==> src/rtl/uart_fifo_pkg.sv <==
// Shared constants and types for the UART watermark FIFO.
// The optional sticky error flags are enabled with UART_FIFO_ERR_FLAGS_EN.
package uart_fifo_pkg;

  localparam int DEFAULT_DEPTH = 16;
  localparam int DEFAULT_WIDTH = 8;

  // Width needed to count 0..depth inclusive.
  function automatic int clog2_depth(input int depth);
    return $clog2(depth + 1);
  endfunction

  typedef struct packed {
    logic full;
    logic empty;
    logic almost_full;
    logic almost_empty;
  } fifo_status_t;

endpackage

==> src/rtl/uart_fifo_mem.sv <==
// DEPTH x WIDTH storage array for the UART FIFO: one synchronous write
// port and one asynchronous read port.
module uart_fifo_mem
  import uart_fifo_pkg::*;
#(
  parameter  int DEPTH = DEFAULT_DEPTH,
  parameter  int WIDTH = DEFAULT_WIDTH,
  localparam int AW    = $clog2(DEPTH)
) (
  input  logic             clk,
  input  logic             we,
  input  logic [AW-1:0]    waddr,
  input  logic [WIDTH-1:0] wdata,
  input  logic [AW-1:0]    raddr,
  output logic [WIDTH-1:0] rdata
);

  logic [WIDTH-1:0] mem [DEPTH];

  // NOTE: the array has no reset; clearing it would stop it mapping onto RAM
  // and nothing reads an entry before it has been written.
  // NOTE: sequential state is always assigned with <= so every register
  // samples pre-edge values regardless of block evaluation order.
  always_ff @(posedge clk) begin
    if (we) mem[waddr] <= wdata;
  end

  assign rdata = mem[raddr];

endmodule

==> src/rtl/uart_wm_fifo.sv <==
// UART TX/RX buffer: synchronous FIFO of any DEPTH >= 2 with watermarks,
// occupancy level, flush and FWFT/registered read modes. UART_FIFO_ERR_FLAGS_EN adds sticky error flags.
module uart_wm_fifo
  import uart_fifo_pkg::*;
#(
  parameter  int DEPTH    = DEFAULT_DEPTH,
  parameter  int WIDTH    = DEFAULT_WIDTH,
  parameter  int AF_LEVEL = 12,
  parameter  int AE_LEVEL = 4,
  parameter  bit FWFT     = 1'b1,
  localparam int LW       = clog2_depth(DEPTH)
) (
  input  logic             clk,
  input  logic             rst_n,
  input  logic             flush,
`ifdef UART_FIFO_ERR_FLAGS_EN
  input  logic             err_clr,
  output logic             overflow,
  output logic             underflow,
`endif
  input  logic             wr_en,
  input  logic [WIDTH-1:0] wr_data,
  input  logic             rd_en,
  output logic [WIDTH-1:0] rd_data,
  output logic             rd_valid,
  output logic             full,
  output logic             empty,
  output logic             almost_full,
  output logic             almost_empty,
  output logic [LW-1:0]    level
);

  localparam int AW = $clog2(DEPTH);
  localparam logic [LW-1:0] DEPTH_L = LW'(DEPTH);
  localparam logic [LW-1:0] AF_L    = LW'(AF_LEVEL);
  localparam logic [LW-1:0] AE_L    = LW'(AE_LEVEL);

  typedef logic [AW-1:0] ptr_t;

  if (DEPTH < 2 || AF_LEVEL < 1 || AF_LEVEL > DEPTH || AE_LEVEL < 0 || AE_LEVEL >= DEPTH)
  begin : g_bad_params
    $error("uart_wm_fifo: illegal DEPTH/AF_LEVEL/AE_LEVEL combination");
  end

  ptr_t            wr_ptr;
  ptr_t            rd_ptr;
  logic [LW-1:0]   level_q;
  logic            wr_acc;
  logic            rd_acc;
  logic [WIDTH-1:0] mem_rdata;
  fifo_status_t    status;

  // Explicit wrap keeps non-power-of-two depths correct.
  function automatic ptr_t ptr_inc(input ptr_t p);
    return (p == ptr_t'(DEPTH - 1)) ? '0 : p + ptr_t'(1);
  endfunction

  // Every flag is a decode of the registered level, never of this cycle's requests.
  assign status = '{full:         (level_q == DEPTH_L),
                    empty:        (level_q == '0),
                    almost_full:  (level_q >= AF_L),
                    almost_empty: (level_q <= AE_L)};

  assign full         = status.full;
  assign empty        = status.empty;
  assign almost_full  = status.almost_full;
  assign almost_empty = status.almost_empty;
  assign level        = level_q;

  assign wr_acc = wr_en & ~status.full  & ~flush;
  assign rd_acc = rd_en & ~status.empty & ~flush;

  always_ff @(posedge clk or negedge rst_n) begin
    if (!rst_n) begin
      wr_ptr  <= '0;
      rd_ptr  <= '0;
      level_q <= '0;
    end else if (flush) begin
      wr_ptr  <= '0;
      rd_ptr  <= '0;
      level_q <= '0;
    end else begin
      if (wr_acc) wr_ptr <= ptr_inc(wr_ptr);
      if (rd_acc) rd_ptr <= ptr_inc(rd_ptr);
      case ({wr_acc, rd_acc})
        2'b10:   level_q <= level_q + LW'(1);
        2'b01:   level_q <= level_q - LW'(1);
        default: level_q <= level_q;
      endcase
    end
  end

  uart_fifo_mem #(
    .DEPTH (DEPTH),
    .WIDTH (WIDTH)
  ) u_mem (
    .clk   (clk),
    .we    (wr_acc),
    .waddr (wr_ptr),
    .wdata (wr_data),
    .raddr (rd_ptr),
    .rdata (mem_rdata)
  );

  if (FWFT) begin : g_fwft
    assign rd_data  = mem_rdata;
    assign rd_valid = ~status.empty;
  end else begin : g_reg_out
    // rd_data keeps the last popped entry between reads.
    always_ff @(posedge clk or negedge rst_n) begin
      if (!rst_n) begin
        rd_data  <= '0;
        rd_valid <= 1'b0;
      end else begin
        rd_valid <= rd_acc;
        if (rd_acc) rd_data <= mem_rdata;
      end
    end
  end

`ifdef UART_FIFO_ERR_FLAGS_EN
  // A new event in the same cycle as err_clr keeps the flag set.
  always_ff @(posedge clk or negedge rst_n) begin
    if (!rst_n) begin
      overflow  <= 1'b0;
      underflow <= 1'b0;
    end else begin
      if (wr_en & status.full & ~flush) overflow <= 1'b1;
      else if (err_clr)                 overflow <= 1'b0;
      if (rd_en & status.empty & ~flush) underflow <= 1'b1;
      else if (err_clr)                  underflow <= 1'b0;
    end
  end
`endif

endmodule

==> config.mk <==
export PLATFORM = sky130hd
export DESIGN_NAME = uart_wm_fifo
export DESIGN_NICKNAME = d
export VERILOG_FILES = /design/src/rtl/uart_fifo_pkg.sv /design/src/rtl/uart_fifo_mem.sv /design/src/rtl/uart_wm_fifo.sv
export SDC_FILE = /design/constraint.sdc
export NUM_CORES = 1
export LEC_CHECK = 0
export BUFFER_PORTS_ARGS = -buffer_cell sky130_fd_sc_hd__buf_4
export CAP_MARGIN = 20
export CORE_ASPECT_RATIO = 0.9
export CORE_UTILIZATION = 50
export DETAILED_ROUTE_END_ITERATION = 16
export PLACE_DENSITY = 0.67
export REMOVE_ABC_BUFFERS = 1
export SLEW_MARGIN = 15
export SYNTH_ARGS = -nofsm -noshare
export SYNTH_HDL_FRONTEND = slang
export SYNTH_SLANG_ARGS = --single-unit
==> constraint.sdc <==
create_clock -name clk -period 7.62 [get_ports clk]
set_clock_uncertainty 0.05 [all_clocks]
set_input_delay 0.762 -clock clk [delete_from_list [all_inputs] [get_ports clk]]
set_output_delay 0.762 -clock clk [all_outputs]
set_load 0.01 [all_outputs]
* Yosys cells after proc, flatten, opt, wreduce, memory -nomap -nowiden
Memory sizes are Yosys's and may differ from the RTL's.
Index checks and enable logic that the tools add are counted.
** Cells by class
- Eq/ne operators :: 5
- Order comparisons :: 2
- Add/sub/neg operators :: 4
- Mux-type cells :: 10
- Bitwise operators :: 7
- Reductions and logical operators :: 4
** Operators by type and width (number)
- $mux 4 :: 6
- $pmux 5 s2 :: 1
- $add 4x1->4 const B :: 2
- $eq 4x4->1 const B :: 2
- $add 5x1->5 const B :: 1
- $eq 5x5->1 const B :: 1
- $ge 5x4->1 const B :: 1
- $le 5x3->1 const B :: 1
- $logic_not 5->1 :: 1
- $mux 5 :: 1
- $sub 5x1->5 const B :: 1
- $and 1x1->1 :: 4
- $reduce_bool 2->1 :: 2
- $not 1->1 :: 3
- $reduce_bool 3->1 :: 1
- $eq 2x1->1 const B :: 1
- $eq 2x2->1 const B :: 1
- $mux 1 :: 2
** Storage, ports and cells
- Input port bits :: 13
- Bits in writable memories :: 128
- Word-level logic and storage cells :: 36
- Bits in registers :: 13
- Output and inout port bits :: 18
- Memories :: 1
** Memory list
- u_mem.mem :: depth 16, width 8, rd ports 1, clocked after memory_dff 0, wr ports 1, line uart_fifo_mem.sv:18 : logic [WIDTH-1:0] mem [DEPTH];

* Longest topological paths before layout
Gate-level depths: netlist of run 1.
- Word-level depth :: 7
- Mapped depth :: 10
- Gate-level depth less buffers :: 9

* Modules after synthesis
Synthesis of run 1 repeated with hierarchy kept, for this count alone.
** Second synthesis, totals
- Cell total of the unflattened synthesis :: 318
- Area total of the unflattened synthesis :: 5863.1 um^2
** Modules (own cells, without submodules)
- uart_fifo_mem :: times used 1, cells each 221, seq. area each 3843.7 um^2, area each 4987.3 um^2
- uart_wm_fifo :: times used 1, cells each 97, seq. area each 325.3 um^2, area each 875.8 um^2

* Worst setup path before layout of run 1
OpenSTA, ideal clock, no wires.
- Path kind :: input -> register
- From :: input flush
- To :: register level_q[4], in the netlist level[4]
- Path buffers :: 2
- Path slack :: 4816 ps
- Data required time :: 7488 ps
- Arrival :: 2672 ps
- Setup time :: 82 ps
- Cell stages on the path :: 9
- Cell sequence :: clkbuf_1 clkbuf_1 a211o_1 inv_1 ha_1 nor2b_1 o21a_1 or3_1 a31oi_1
** On the way
- Longest elaborated chain between the ends :: 5
- Elaborated cells on any way between the ends :: 8
- Those cells by class :: 2 x eq/ne; 2 x mux; 3 x bitwise; 1 x reduce/logical
** RTL lines
- from (decl) :: line uart_wm_fifo.sv:15 : input logic flush,
- $not 1->1 :: line uart_wm_fifo.sv:70, uart_wm_fifo.sv:71
- $and 1x1->1, on equally long branches :: line uart_wm_fifo.sv:71, uart_wm_fifo.sv:70
- $eq 2x1->1 or $eq 2x2->1 (tied branches) :: line uart_wm_fifo.sv:85 : case ({wr_acc, rd_acc})
- $pmux 5 s2 :: line uart_wm_fifo.sv:85
- $mux 5 :: line uart_wm_fifo.sv:78 : end else if (flush) begin
- to (signal assigned) :: line uart_wm_fifo.sv:86 : 2'b10: level_q <= level_q + LW'(1);
- to (signal assigned) :: line uart_wm_fifo.sv:87 : 2'b01: level_q <= level_q - LW'(1);
- to (signal assigned) :: line uart_wm_fifo.sv:88 : default: level_q <= level_q;
- to (decl) :: line uart_wm_fifo.sv:47 : logic [LW-1:0] level_q;
Several ways; a longest one is shown, not always the timed one.
A chain may end at the register's enable or synchronous reset.

* Worst setup path in the final report of run 1
- From :: register rd_ptr[1]
- To :: output rd_data[1]
** On the way
- Longest elaborated chain between the ends :: 1
** RTL lines
- from (decl) :: line uart_wm_fifo.sv:46 : ptr_t rd_ptr;
- from (signal assigned) :: line uart_wm_fifo.sv:84 : if (rd_acc) rd_ptr <= ptr_inc(rd_ptr);
- $mem_v2 16x8
- to (decl) :: line uart_wm_fifo.sv:24 : output logic [WIDTH-1:0] rd_data,
No other way between the ends.

==> impl_results.md, run 1 <==
- Status: complete, no violations
- Placed inst area: 6337 µm²
- First-pass DRT Iterations: 5
- Row count: 37
- Rel. slew slack: 0.3641
- CP Launch Type: register
- Most common flop cell mapped by yosys: edfxtp_1
- Post-CTS Setup Bufs: 0
- First-pass GRT wire length: 18,960 µm
- TNS Setup: 0 ns
- Worst-path fanout max: 21
- CP top delay family: flip-flops
- Antenna-violating nets left: 0
- N_diodes: 0
- RR Startpoint: level[0]
- Pwr/cell area: 308.6 nW/µm²
- Yosys reg bits: 141
- Register area share after synthesis: 0.6984
- CTS root buf: clkbuf_16
- Slowest-stage cell, CP: dfrtp_1
- Finish-stage setup viols: 0
- All-Layer GR Usage: 0.2178
- Max-slew violation count: 0
- DR vias/cell: 5.783
- Clk sinks: 141
- Die Span X: 117.2 µm
- Min-delay worst type: in -> async
- Final instance area: 6937 µm²
- Leakage: 2.388 nW
- CTS Buf Count: 17
- CTS clock-pin slew for the worst setup and hold paths: 0.06 ns
- Yosys cell types: 42
- Multi-input gate area: 1674 µm²
- Congestion Overflow GR: 0
- I/O pins: 31
- Final nets: 416
- RSZ-0062 raised after global routing: no
- Critical path capture point type: primary output
- CTS tree: yes
- Clock Latency Late Sink: 0.41 ns
- Synthesized area: 5969 µm²
- Drt first-iter violations: 341
- DR WL/cell: 21.46 µm
- Min Tclk post-route: 3.604 ns
- Post-synth ARST share: 0.09220
- Final period utilization: 0.4730
- Hold-fix buffers at CTS: 0
- Peak VDD IR: 0.1547 mV
- Initial core utilization: 0.5179
- R2r setup slk: 4.52 ns
- Fillcell total: 848
- Synth Instances: 361
- Area growth from synthesis to layout: 16.20%
- Gpl congestion: 0.7653
- CP Data Required Time: 6.81 ns
- Die Area: 12,380 µm²
- # DRC: 0
- CP Class: reg -> out
- Share of cells above drive strength 1: 0.2167
- Final wirelength: 12,060 µm
- Hold Slack: 0.1429 ns
- Post-synth EDFFs: 128
- # port buffers: 30
- Via count: 3,250
- Detailed Place HPWL: 7606 µm
- Die height: 105.7 µm
- Max_cap viols: 0
- Crit path DAT: 2.79 ns
- Core Region: 11,530 µm²
- Mapped Avg Cell Area: 16.54 µm²
- Critical-path cell list: and2_1 -> a221oi_1 -> o21ai_0 -> nand2_1 -> buf_4
- Worst-margin pin slew: 0.9504 ns
- H-tree levels: 4
- Max stage delay on crit path: 0.94 ns
- R2R depth: 9
- Max clock buf depth: 2
- CP Depth: 5
- Final hold vios: 0
- Vias in the first global route: 3,250
- Fmax: 277.5 MHz
- Worst reg2reg path endpoint: level[4]
- Ys Warns: 0
- Post-CTS sizing: 0
- Register area: 4170 µm²
- Initial antenna violation count: 0
- Pin count of the biggest net entering global routing: 54
- WP buf/inv: 1
## layout make-up
type,instances,area share
clock inverters,13,0.02417
well taps,156,0.02814
repair buffers,35,0.03788
flip-flops and latches,141,0.6012
multi-input cells,189,0.2413
inverters,10,0.005411
clock buffers,18,0.06187
## worst max-delay path by stage
stage / from / end / slack [ns]
after floorplan: rd_ptr[0] / rd_data[0] / 4.02
after global placement: rd_ptr[1] / rd_data[4] / 4.23
after detailed placement: rd_ptr[1] / rd_data[4] / 4.19
after CTS: rd_ptr[1] / rd_data[4] / 3.74
after global routing: rd_ptr[1] / rd_data[0] / 3.79
final: rd_ptr[1] / rd_data[1] / 4.02
## kinds of logic (layout without fill, tap and decap cells)
logic type,count (synthesis),count (layout),share of synthesized area
AO/OA/AOI/OAI,57,57,0.07357
XOR/XNOR,2,2,0.002935
adder cells (fa/ha/maj),9,9,0.02012
buffers and inverters,31,76,0.02159
flip-flops,141,141,0.6984
multiplexers,56,56,0.1281
AND/OR/NAND/NOR,65,65,0.05533
## per-stage QoR
step	worst slack, ns	instances	utilization	total power, mW
after CTS	3.738	562	0.6015	2.155
after global placement	4.230	531	0.5498	1.324
final	4.016	562	0.6018	2.140
after floorplan	4.020	340	-	1.183
after global routing	3.793	562	0.6018	2.226
after detailed placement	4.194	531	0.5498	1.332
## placed cells by master, fill, tap and decap left out, drive strengths merged, types with 2 or more instances in the layout
cell type / n
a211oi: 2
a21o: 2
a21oi: 5
a221oi: 16
a22oi: 8
a31oi: 3
and2: 2
buf: 35
bufinv: 3
clkbuf: 18
clkinv: 6
clkinvlp: 2
dfrtp: 13
edfxtp: 128
ha: 8
inv: 12
mux2: 3
mux2i: 37
mux4: 16
nand2: 18
nand2b: 4
nor2: 22
nor2b: 5
nor3: 8
o211ai: 2
o21a: 2
o21ai: 11
o311ai: 2
## worst register-to-register path, delay by kind of cell, from the launching register on
kind | cells | cell delay (ns)
AND/OR/NAND/NOR | 3 | 1.22
AO/OA/AOI/OAI | 4 | 0.89
flip-flops | 1 | 0.48
adder cells (fa/ha/maj) | 1 | 0.31
buffers and inverters | 1 | 0.08
## registers in the layout, summed over array words and instances, names as in the netlist
register,count
u_mem.mem,128
level,5
wr_ptr,4
rd_ptr,4
## synth_stat cells, types with 5 or more instances
cell	n	area (µm²)
nor2b_1	5	31.28
buf_2	10	50.05
edfxtp_1	128	3844
mux2i_1	37	370.4
nand2_1	18	67.56
ha_1	8	100.1
o21ai_0	10	50.05
a22oi_1	8	60.06
inv_1	10	37.54
clkbuf_1	10	37.54
dfrtp_1	13	325.3
a221oi_1	16	140.1
nor3_1	8	40.04
nor2_1	22	82.58
mux4_2	16	360.4
## power by group
part           switching [mW]  total [mW]  internal (mW)
registers              0.0398       0.905          0.866
clock network           0.313       0.829          0.515
logic                   0.210       0.406          0.196
## layer usage
layer	GRT usage	part of all wire
met5	0	0
met4	0.07957	0.0053
met3	0.04198	0.047
met2	0.3155	0.47
met1	0.3274	0.48
Note: power is estimated with default switching activity, not from simulation.
==> run 2: changes to the inputs <==
PLACE_DENSITY = 0.7   (was 0.67)
clock period = 2.95 ns   (was 7.62 ns; I/O delays follow)
==> run 2 against run 1 <==
Net effect:
- utilization increased by 1.4 points
- critical endpoint is now rd_data[2]
- sequential share of layout area decreased by 1.3 points
- die area unchanged
- combinational power increased to 2.8 times the previous value
- sequential power increased to 2.6 times the previous value
- register-to-register slack got worse by 4.3 ns
- largest power group unchanged
==> impl_results.md, run 2 (same netlist as run 1, synthesis figures left out) <==
- Core Region: 11,530 µm² (unchanged)
- Commonest non-fill, non-tap cell in the layout: edfxtp_1 (unchanged)
- Final wirelength: 12,160 µm (was 12,060 µm)
- Post-CTS Setup Bufs: 0 (unchanged)
- RR Startpoint: level[1] (was level[0])
- Final hold vios: 0 (unchanged)
- CTS clock-pin slew for the worst setup and hold paths: 0.06 ns (about the same)
- Fillcell total: 836 (was 848)
- CP Class: reg -> out (unchanged)
- Initial core utilization: 0.5179 (unchanged)
- Multi-input gate area: 1672 µm² (was 1674 µm²)
- # DRC: 0 (unchanged)
- CP Launch Type: register (unchanged)
- Die height: 105.7 µm (unchanged)
- Antenna-violating nets left: 0 (unchanged)
- Rel. slew slack: 0.3573 (was 0.3641)
- Largest register FFs: 128 (unchanged)
- Most frequent cells in the layout: edfxtp_1 (128), buf_4 (53), mux2i_1 (37) (was edfxtp_1 (128), mux2i_1 (37), buf_4 (35))
- Critical path capture point type: primary output (unchanged)
- N_diodes: 0 (unchanged)
- Pwr/cell area: 777.1 nW/µm² (was 308.6 nW/µm²)
- Vias in the first global route: 3,393 (was 3,250)
- Crit path DAT: 2.39 ns (was 2.79 ns)
- CTS Buf Count: 17 (unchanged)
- Leakage: 2.487 nW (was 2.388 nW)
- Share of cells above drive strength 1: 0.2523 (was 0.2167)
- Min Tclk post-route: 2.737 ns
- Worst-margin pin slew: 0.9604 ns (was 0.9504 ns)
- Largest Register: u_mem.mem (unchanged)
- First-pass DRT Iterations: 4 (was 5)
- Min-delay worst type: in -> reg (was in -> async)
- I/O pins: 31 (unchanged)
- Area growth from synthesis to layout: 18.91% (was 16.20%)
- Hold Slack: 0.1295 ns (was 0.1429 ns)
- CTS root buf: clkbuf_16 (unchanged)
- Fmax: 365.4 MHz
- Crit path from: rd_ptr[2] (was rd_ptr[1])
- Die Span X: 117.2 µm (unchanged)
- Initial antenna violation count: 0 (unchanged)
- Final period utilization: 0.9277
- Max clock buf depth: 2 (unchanged)
- First-pass GRT wire length: 18,780 µm (was 18,960 µm)
- Register area: 4173 µm² (was 4170 µm²)
- Total power: 5.516 mW (was 2.140 mW)
- Status: complete, no violations (unchanged)
- Row count: 37 (unchanged)
- All-Layer GR Usage: 0.2180 (was 0.2178)
- H-tree levels: 4 (unchanged)
- Max_cap viols: 0 (unchanged)
- DR vias/cell: 5.753 (was 5.783)
- Via count: 3,360 (was 3,250)
- Clk sinks: 141 (unchanged)
- Final nets: 437 (was 416)
- Worst-path fanout max: 16 (was 21)
- Finish-stage setup viols: 0 (unchanged)
- Detailed Place HPWL: 7710 µm (was 7606 µm)
- Pin count of the biggest net entering global routing: 24 (was 54)
- CTS tree: yes (unchanged)
- Hold_sp: wr_data[6]
- Peak VDD IR: 0.4736 mV (was 0.1547 mV)
- Die Area: 12,380 µm² (unchanged)
- Clock Latency Late Sink: 0.41 ns (about the same)
- Max-slew violation count: 0 (unchanged)
- Gpl congestion: 0.8066 (was 0.7653)
- DR WL/cell: 20.82 µm (was 21.46 µm)
- # port buffers: 30 (unchanged)
- CP Data Required Time: 2.61 ns (was 6.81 ns)
- RSZ-0062 raised after global routing: no (unchanged)
- Congestion Overflow GR: 0 (unchanged)
- Min-Delay Path Depth: 1
- R2R depth: 9 (unchanged)
- Drt first-iter violations: 327 (was 341)
[run 2: cell count changes in the layout (fill, tap and decap cells not counted), moves of 2 or more]
cell,change
buf_12,+2
buf_4,+18
clkinv_2,+2
clkinv_4,-3
clkinvlp_4,+3
[run 2: cell type report]
class	count	area share
Multi-Input combinational cell	189	0.2355
Clock inverter	14	0.02027
Inverter	10	0.005288
Sequential cell	141	0.5879
Timing Repair Buffer	56	0.06311
Clock buffer	18	0.06046
Tap cell	156	0.02750
[run 2: where the power goes]
group	internal, mW	leakage (nW)	total [mW]	switching (mW)
sequential	2.24	1.33	2.32	0.0853
combinational	0.574	0.892	1.15	0.581
clock	1.24	0.268	2.04	0.795
[run 2: path summary, 6_finish.rpt]
| path | endpoint | slack (ns) |
|---|---|---|
| max | rd_data[2] | 0.21 |
| min | u_mem.mem[12][6] | 0.13 |
| max reg2reg | level[4] | 0.24 |
| min reg2reg | wr_ptr[1] | 0.59 |
| max in group asynchronous | rd_ptr[0] | 2.46 |
| min in group asynchronous | level[2] | 0.21 |
[run 2: worst max-delay path, cell delays in order, from the launching register on]
cell and delay (ns):
dfrtp_1 0.56, nor2b_1 0.23, buf_4 0.20, a221oi_1 0.51, o21ai_0 0.20, nand2_1 0.14
buf_4 0.13
[run 2: repair_timing]
| action | in CTS | in global routing |
|---|---|---|
| hold buffers | 1 | 0 |
| resized for setup | 0 | 1 |
| endpoints found under the hold margin | 13 | 0 |
| endpoints found under the setup margin | 0 | 1 |
[run 2: per-stage QoR]
stage	cells	TNS [ns]	util	setup slack, ns	cell area [µm²]
4_1_cts	584	0	0.6155	0.1338	7096
2_1_floorplan	340	-1.463	-	-0.1829	5878
5_1_grt	584	0	0.6158	0.1105	7098
3_3_place_gp	551	0	0.5650	0.3674	6513
6_report	584	0	0.6158	0.2134	7098
3_5_place_dp	551	0	0.5650	0.2613	6513
[run 2: per-layer routing]
layer,vias up,global-route usage,share of wire
met1,1711,0.3128,0.47
met5,-,0,0
met4,0,0.09494,0.019
li1,1532,-,-
met3,25,0.04313,0.044
met2,92,0.3235,0.47
